[src/rtl/ifetch_pkg.sv]
// Shared types and constants for the instruction fetch stage.
package ifetch_pkg;

  localparam logic [31:0] IFETCH_RESET_PC = 32'h0000_0000;

  typedef struct packed {
    logic [31:0] pc;
    logic [31:0] instr;
  } fetch_entry_t;

  // Width able to hold 0..depth inclusive.
  function automatic int cnt_w(input int depth);
    return $clog2(depth) + 1;
  endfunction

endpackage

[src/rtl/ifetch_queue.sv]
// fetch_queue: synchronous FIFO of fetch entries; flush wins over push.
module fetch_queue
  import ifetch_pkg::*;
#(
  parameter int DEPTH = 4,
  localparam int CW = cnt_w(DEPTH),
  localparam int AW = $clog2(DEPTH)
) (
  input  logic         CLK,
  input  logic         RST,
  input  logic         push_i,
  input  fetch_entry_t push_data_i,
  input  logic         pop_i,
  input  logic         flush_i,
  output fetch_entry_t head_o,
  output logic [CW-1:0] count_o,
  output logic         full_o,
  output logic         empty_o
);

  fetch_entry_t mem_q [DEPTH];
  logic [AW-1:0] rd_ptr_q, rd_ptr_d;
  logic [AW-1:0] wr_ptr_q, wr_ptr_d;
  logic [CW-1:0] count_q, count_d;
  logic          do_push, do_pop;

  assign full_o  = (count_q == CW'(DEPTH));
  assign empty_o = (count_q == '0);
  assign count_o = count_q;
  assign head_o  = mem_q[rd_ptr_q];

  // A full queue may still accept a push when the head leaves in the same cycle.
  assign do_push = push_i && (!full_o || pop_i);
  assign do_pop  = pop_i && !empty_o;

  always_comb begin
    rd_ptr_d = rd_ptr_q;
    wr_ptr_d = wr_ptr_q;
    count_d  = count_q;
    if (flush_i) begin
      rd_ptr_d = '0;
      wr_ptr_d = '0;
      count_d  = '0;
    end else begin
      if (do_push) wr_ptr_d = wr_ptr_q + AW'(1);
      if (do_pop)  rd_ptr_d = rd_ptr_q + AW'(1);
      count_d = count_q + CW'(do_push) - CW'(do_pop);
    end
  end

  always_ff @(posedge CLK) begin
    if (RST) begin
      rd_ptr_q <= '0;
      wr_ptr_q <= '0;
      count_q  <= '0;
    end else begin
      rd_ptr_q <= rd_ptr_d;
      wr_ptr_q <= wr_ptr_d;
      count_q  <= count_d;
    end
  end

  always_ff @(posedge CLK) begin
    if (do_push && !flush_i) mem_q[wr_ptr_q] <= push_data_i;
  end

endmodule

[src/rtl/ifetch.sv]
// Instruction fetch: PC ownership, capped memory requests, redirect flush.
// Optional performance counters are built when IFETCH_PERF_EN is defined.
module ifetch
  import ifetch_pkg::*;
#(
  parameter logic [31:0] RESET_PC = IFETCH_RESET_PC,
  parameter int          QDEPTH   = 4
) (
  input  logic        CLK,
  input  logic        RST,
  output logic        imem_req_valid,
  input  logic        imem_req_ready,
  output logic [29:0] imem_req_addr,
  input  logic        imem_rsp_valid,
  input  logic [31:0] imem_rsp_data,
  output logic        instr_valid,
  input  logic        instr_ready,
  output logic [31:0] instr,
  output logic [31:0] instr_pc,
  output logic [31:0] instr_pcplus4,
  input  logic        redirect,
  input  logic [31:0] redirect_pc
`ifdef IFETCH_PERF_EN
  ,
  output logic [31:0] perf_fetched,
  output logic [31:0] perf_bubbles
`endif
);

  localparam int CW = cnt_w(QDEPTH);
  localparam logic [CW:0] CAP = (CW+1)'(QDEPTH);

  logic [31:0]   fetch_pc_q, fetch_pc_d;
  logic [31:0]   rsp_pc_q, rsp_pc_d;
  logic [CW-1:0] inflight_q, inflight_d;
  logic [CW-1:0] drop_q, drop_d;

  fetch_entry_t  q_head, push_entry;
  logic [CW-1:0] q_count;
  logic          q_full, q_empty;
  logic [CW:0]   occupancy;
  logic          req_fire, rsp_keep, pop;
  logic [31:0]   redirect_base;
  logic          unused_ok;

  assign occupancy      = {1'b0, inflight_q} + {1'b0, q_count};
  assign imem_req_valid = !RST && (occupancy < CAP);
  assign imem_req_addr  = fetch_pc_q[31:2];
  assign req_fire       = imem_req_valid && imem_req_ready;
  assign rsp_keep       = imem_rsp_valid && (drop_q == '0) && !redirect;
  assign pop            = instr_valid && instr_ready;
  assign redirect_base  = {redirect_pc[31:2], 2'b00};
  assign push_entry     = '{pc: rsp_pc_q, instr: imem_rsp_data};

  assign instr_valid   = !q_empty;
  assign instr         = q_head.instr;
  assign instr_pc      = q_head.pc;
  assign instr_pcplus4 = q_head.pc + 32'd4;

  assign unused_ok = ^{redirect_pc[1:0], q_full};

  fetch_queue #(.DEPTH(QDEPTH)) u_queue (
    .CLK         (CLK),
    .RST         (RST),
    .push_i      (rsp_keep),
    .push_data_i (push_entry),
    .pop_i       (pop),
    .flush_i     (redirect),
    .head_o      (q_head),
    .count_o     (q_count),
    .full_o      (q_full),
    .empty_o     (q_empty)
  );

  assign inflight_d = inflight_q + CW'(req_fire) - CW'(imem_rsp_valid);

  always_comb begin
    fetch_pc_d = fetch_pc_q;
    rsp_pc_d   = rsp_pc_q;
    drop_d     = drop_q;
    if (redirect) begin
      fetch_pc_d = redirect_base;
      rsp_pc_d   = redirect_base;
      // Everything still outstanding after this cycle belongs to the old path.
      drop_d     = inflight_d;
    end else begin
      if (req_fire) fetch_pc_d = fetch_pc_q + 32'd4;
      if (rsp_keep) rsp_pc_d = rsp_pc_q + 32'd4;
      if (imem_rsp_valid && (drop_q != '0)) drop_d = drop_q - CW'(1);
    end
  end

  always_ff @(posedge CLK) begin
    if (RST) begin
      fetch_pc_q <= RESET_PC;
      rsp_pc_q   <= RESET_PC;
      inflight_q <= '0;
      drop_q     <= '0;
    end else begin
      fetch_pc_q <= fetch_pc_d;
      rsp_pc_q   <= rsp_pc_d;
      inflight_q <= inflight_d;
      drop_q     <= drop_d;
    end
  end

`ifdef IFETCH_PERF_EN
  logic [31:0] perf_fetched_q, perf_bubbles_q;

  always_ff @(posedge CLK) begin
    if (RST) begin
      perf_fetched_q <= '0;
      perf_bubbles_q <= '0;
    end else begin
      if (pop) perf_fetched_q <= perf_fetched_q + 32'd1;
      if (instr_ready && !instr_valid) perf_bubbles_q <= perf_bubbles_q + 32'd1;
    end
  end

  assign perf_fetched = perf_fetched_q;
  assign perf_bubbles = perf_bubbles_q;
`else
  // No counters in this build.
`endif

endmodule

[config.mk]
export PLATFORM = sky130hd
export DESIGN_NAME = ifetch
export DESIGN_NICKNAME = d
export VERILOG_FILES = /design/src/rtl/ifetch_pkg.sv /design/src/rtl/ifetch_queue.sv /design/src/rtl/ifetch.sv
export SDC_FILE = /design/constraint.sdc
export NUM_CORES = 1
export LEC_CHECK = 0
export BUFFER_PORTS_ARGS = -buffer_cell sky130_fd_sc_hd__buf_2
export CAP_MARGIN = 0
export CORE_MARGIN = 5
export CORE_UTILIZATION = 40
export CTS_BUF_LIST = sky130_fd_sc_hd__clkbuf_4 sky130_fd_sc_hd__clkbuf_8
export CTS_CLUSTER_SIZE = 40
export DETAILED_ROUTE_END_ITERATION = 10
export HOLD_SLACK_MARGIN = 0.02
export PLACE_DENSITY = 0.63
export SYNTH_ARGS = -nofsm -noshare
export SYNTH_HDL_FRONTEND = slang
export SYNTH_HIERARCHICAL = 1
export SYNTH_SLANG_ARGS = --single-unit
export TNS_END_PERCENT = 100
[constraint.sdc]
create_clock -name CLK -period 8 [get_ports CLK]
set_input_delay 0.4 -clock CLK [delete_from_list [all_inputs] [get_ports CLK]]
set_output_delay 0.4 -clock CLK [all_outputs]
set_load 0.02 [all_outputs]
==> results of run 1 <==
## layout make-up
type / count / area (um^2) / share of cell area (%)
Timing Repair Buffer: 239 / 1390 / 8.08
Multi-Input combinational cell: 533 / 4750 / 27.7
Tap cell: 461 / 577 / 3.36
Inverter: 32 / 120 / 0.700
Clock inverter: 20 / 163 / 0.948
Clock buffer: 77 / 972 / 5.66
Sequential cell: 331 / 9200 / 53.6
## worst paths after layout
path	depth (start not counted)	to	slack [ns]	startpoint
worst max-delay path	7	instr_pcplus4[26]	3.45	flip-flop
worst min-delay path	3	rsp_pc_q[4]	0.13	redirect_pc[4]
worst max register to register	12	drop_q[2]	4.91	u_queue/count_o[2]
worst min register to register	2	flip-flop	0.50	u_queue/rd_ptr_q[0]
## critical path: cells and delay by family (launching register included)
kind	cells	cell delay, ns
simple gates	3	1.28
buf+inv	2	0.90
flops	1	0.70
mux	1	0.44
xor+xnor	1	0.17
## flip-flops by register name, summed over array words and instances (netlist names), named ones only
signal	cells
fetch_pc_q	30
drop_q	3
u_queue/count_o	3
u_queue/rd_ptr_q	2
u_queue/wr_ptr_q	2
u_queue/mem_q	256
rsp_pc_q	30
inflight_q	3
## metrics by stage
stage | total power [W] | worst slack [ns] | hold slack [ns]
after detailed placement | 0.00232 | 3.95 | 0.488
final | 0.00380 | 3.45 | 0.130
after global routing | 0.00398 | 2.98 | 0.111
after floorplan | 0.00220 | 1.34 | 0.458
after global placement | 0.00231 | 3.97 | 0.482
after CTS | 0.00385 | 3.27 | 0.0819
## what timing repair did
item | 4_1_cts | 5_1_grt
hold buffers | 32 | 0
endpoints found under the hold margin | 128 | 0
setup buffers | 0 | 0
## metal layers
| metal | track usage [%] | up-vias | routed length [um] |
|---|---|---|---|
| met3 | 3.81 | 53 | 2250 |
| met4 | 4.26 | 0 | 584 |
| met5 | 0 | - | 0 |
| met1 | 22.2 | 4448 | 14400 |
| li1 | - | 4247 | - |
| met2 | 26.1 | 287 | 15500 |
## cells in the final DEF (no fill, tap or decap), drive strengths merged, types with 5 or more instances in the layout
| master | instances |
|---|---|
| nand2 | 38 |
| nor2b | 20 |
| nand4 | 29 |
| a311oi | 17 |
| and3 | 10 |
| xor2 | 10 |
| o41a | 7 |
| nor2 | 36 |
| o21bai | 20 |
| nor4 | 17 |
| dfxtp | 75 |
| dlygate4sd3 | 32 |
| ha | 15 |
| o31ai | 12 |
| a21boi | 11 |
| mux4 | 64 |
| a21oi | 17 |
| nand3 | 28 |
| mux2i | 5 |
| clkinv | 16 |
| and4 | 18 |
| conb | 8 |
| a211oi | 11 |
| edfxtp | 256 |
| o31a | 11 |
| or4 | 12 |
| or3 | 5 |
| and2 | 12 |
| buf | 206 |
| nor3 | 16 |
| xnor2 | 38 |
| clkbuf | 78 |
| inv | 33 |
| a31oi | 14 |
| nor3b | 5 |
## power breakdown
part | leakage [nW] | switching (W) | total [W] | internal, W
Sequential | 2.95 | 0.0000535 | 0.00196 | 0.00191
Combinational | 2.39 | 0.000195 | 0.000332 | 0.000136
Clock | 0.600 | 0.000656 | 0.00151 | 0.000849
==> results.toml, run 1 <==
[timing]
final_max_slew_viol_count = 0
max_slew_margin_pct = 32.2
fmax_ghz = 0.220
period_share_pct = 56.9
setup_viol = 0
tns_ns = 0
tightest_slew_ns = 1.02
skew_ns = 0.0444
min_period_ns = 4.55
hold_violations = 0
rsz0062_at_grt = "no"

[logic_synthesis]
netlist_area_mm2 = 0.0142
ys_warn_count = 6
avgSynthCellArea_um2 = 15.2
postSynthCellCount = 937

[finish]
fillers = 3122
syn_to_final_growth_pct = 20.5
antennaDiodeCount = 0
final_cells = 1693
final_area_mm2 = 0.0172
final_util_pct = 48.5
fin_nets = 1279
drive_gt1_share_pct = 31.1

[run]
maxCapViolCount = 0

[critical_path]
startpoint_type = "flip-flop"
worstPathRequired_ns = 7.60
path_max_fanout = 38
path_cells = "buf_4, mux4_2, and4_1, nor4b_2, nand4_1, xnor2_1, buf_2"
slowest_stage = "buf_4"
critPathKind = "flip-flop to output pin"
slowest_delay_ns = 0.72
cp.arrival_ns = 4.15
endpoint_kind = "output pin"

[cts]
clkTransAtPathRegs_ns = 0.06
root_buffer = "clkbuf_8"
cts_resized = 0
cts_tree = "yes"
cts_buffers = 55
cts_num_sinks = 331
clockBufferDepth = 3
insertion_delay_ns = 0.61
htree_levels = 2

[route]
drt-total-wl_um = 32700
ant_nets = 0
wire_per_inst_um = 19.3
vias_per_cell = 5.34
num_vias = 9035
drcViolationCount = 0
drtPass1Iterations = 4
drtIter0Drc = 396

[outcome]
status = "complete, no violations"

[floorplan]
fp.dieH_um = 199
die-width_um = 199
coreArea_mm2 = 0.0354
rows = 69
dieArea_mm2 = 0.0395
io_pins = 198
start_util_pct = 40.3

[hold_path]
min_path_type = "input port to flip-flop"

[global_route]
grt-ovfl-total = 0
grt_max_degree = 67
antenna_found_initial = 0
grt_pass1_wl_um = 50300
grt_pass1_vias = 9102
grt_usage_pct = 16.2

[power]
p_per_area_mw_per_mm2 = 221
peakVddDrop_uv = 123
power_leakage_nw = 5.94

[placement]
placed_area_mm2 = 0.0157
gp_congestion = 0.823
hpwl_um = 20900
dp.cells = 1563
io_buffers = 195
No activity file was read; power rests on OpenSTA's default activity.
==> inputs of run 2 (changes only) <==
Settings changed: ABC_AREA from default to 1, PLACE_DENSITY 0.63 to 0.65.
Clock period 8 ns to 3.9 ns, I/O delays scaled along.
==> run 2 against run 1 <==
- flip-flop and latch count unchanged
- setup slack got worse by 3.1 ns
- clock power increased by 100%
- critical path type unchanged
==> results.toml, run 2 <==
[placement]
dp.cells = 2253
io_buffers = 195
hpwl_um = 27200
gp_congestion = 0.856
placed_area_mm2 = 0.0168

[hold_path]
holdPathStages = 5
min_path_type = "input port to flip-flop"
whs_endpoint = "rsp_pc_q[21]"
min_from = "redirect_pc[21]"

[floorplan]
fp.dieH_um = 206
io_pins = 198
coreArea_mm2 = 0.0378
rows = 71
die-width_um = 206
dieArea_mm2 = 0.0423
start_util_pct = 40.6

[global_route]
grt-ovfl-total = 0
grt_pass1_vias = 12000
grt_usage_pct = 19.1
grt_max_degree = 65
antenna_found_initial = 0
grt_pass1_wl_um = 64100

[power]
power_leakage_nw = 7.01
p_per_area_mw_per_mm2 = 421
peakVddDrop_uv = 230

[run]
maxCapViolCount = 0

[timing]
setup_viol = 0
rsz0062_at_grt = "no"
period_share_pct = 91.8
skew_ns = 0.0361
fmax_ghz = 0.279
final_max_slew_viol_count = 0
hold_violations = 0
tightest_slew_ns = 0.955
min_period_ns = 3.58
max_slew_margin_pct = 36.3

[cts]
htree_levels = 2
clkTransAtPathRegs_ns = 0.05
clockBufferDepth = 3
cts_buffers = 55
cts_tree = "yes"
insertion_delay_ns = 0.61
cts_num_sinks = 331
cts_setup_buffers = 0
root_buffer = "clkbuf_8"

[finish]
antennaDiodeCount = 0
final_util_pct = 49.2
layout.area.seq_mm2 = 0.00920
layout_commonest_cell = "nand2_1"
multi_input_area_mm2 = 0.00525
final_area_mm2 = 0.0186
largest_register_ffs = 256
layout_common_cells = "271 x nand2_1, 256 x edfxtp_1, 240 x nor2_1, 195 x buf_2, 129 x inv_1"
fillers = 3459
reg.largest.list = "u_queue/mem_q x256, fetch_pc_q x30, rsp_pc_q x30"
final_cells = 2418
syn_to_final_growth_pct = 21.3
regMostFlops = "u_queue/mem_q"
fin_nets = 1949
drive_gt1_share_pct = 18.8

[outcome]
status = "complete, no violations"

[route]
vias_per_cell = 5.03
wire_per_inst_um = 17.0
ant_nets = 0
drcViolationCount = 0
num_vias = 12200
drtPass1Iterations = 5
drtIter0Drc = 754
drt-total-wl_um = 41000

[logic_synthesis]
avgSynthCellArea_um2 = 9.70
ys_warn_count = 6
netlist_area_mm2 = 0.0153
postSynthCellCount = 1579

[critical_path]
worstPathRequired_ns = 3.70
critPathKind = "flip-flop to output pin"
path_max_fanout = 26
reg2reg_slack_ns = 1.42
r2r_cells = 8
startpoint_type = "flip-flop"
cp.arrival_ns = 3.39
endpoint_kind = "output pin"
r2r_start = "drop_q[0]"
rr_endpoint = "u_queue/mem_q[1][33]"
==> run 2: routing by layer <==
| layer | track usage, % | vias up | wire, um |
|---|---|---|---|
| met4 | 4.86 | 0 | 775 |
| li1 | - | 5982 | - |
| met3 | 3.56 | 60 | 2970 |
| met5 | 0 | - | 0 |
| met2 | 31.1 | 387 | 19100 |
| met1 | 26.4 | 5738 | 18200 |
==> run 2: cell type report <==
class | count | area share [%]
clock inverter | 31 | 1.21
tap | 511 | 3.44
multi-input combinational | 1055 | 28.3
sequential | 331 | 49.5
inverter | 136 | 2.76
clock buffer | 71 | 4.76
timing repair buffer | 283 | 10.0
==> run 2: report_power, final <==
group | switching, W | leakage, nW | internal [W] | total [W]
logic | 0.000463 | 3.48 | 0.000257 | 0.000720
clock network | 0.00139 | 0.586 | 0.00169 | 0.00307
registers | 0.000111 | 2.94 | 0.00391 | 0.00402
==> run 2: critical path, stage by stage, from the launching register on <==
cell and delay [ns]:
dfxtp_4 0.40, inv_4 0.25, buf_4 0.30, nor2_1 0.08, o22ai_1 0.50, nand2_1 0.14
nor2_1 0.17, nand2_1 0.09, nor3_1 0.48, xor2_1 0.21, buf_2 0.19
==> run 2: worst max-delay path by stage <==
stage,to,startpoint,cells past startpoint
after global placement,instr_pcplus4[24],flip-flop,10
after global routing,instr_pcplus4[24],flip-flop,10
after floorplan,u_queue/mem_q[0][0],drop_q[0],7
after CTS,instr_pcplus4[22],flip-flop,8
after detailed placement,instr_pcplus4[22],flip-flop,8
final,instr_pcplus4[22],flip-flop,10
==> run 2: what timing repair did <==
item                                   CTS  global route
gates resized for setup                  0             1
hold buffers                            63             0
setup endpoints to repair                0             4
endpoints found under the hold margin  184             0
==> run 2: metrics by stage <==
stage | setup slack, ns | power [W] | TNS, ns | hold WS (ns)
floorplan | -0.564 | 0.00450 | -144.48 | 0.294
global placement | 0.844 | 0.00475 | 0 | 0.408
detailed placement | 0.800 | 0.00477 | 0 | 0.417
CTS | 0.140 | 0.00790 | 0 | 0.0279
global route | 0.0369 | 0.00816 | 0 | 0.0821
finish | 0.320 | 0.00782 | 0 | 0.0906
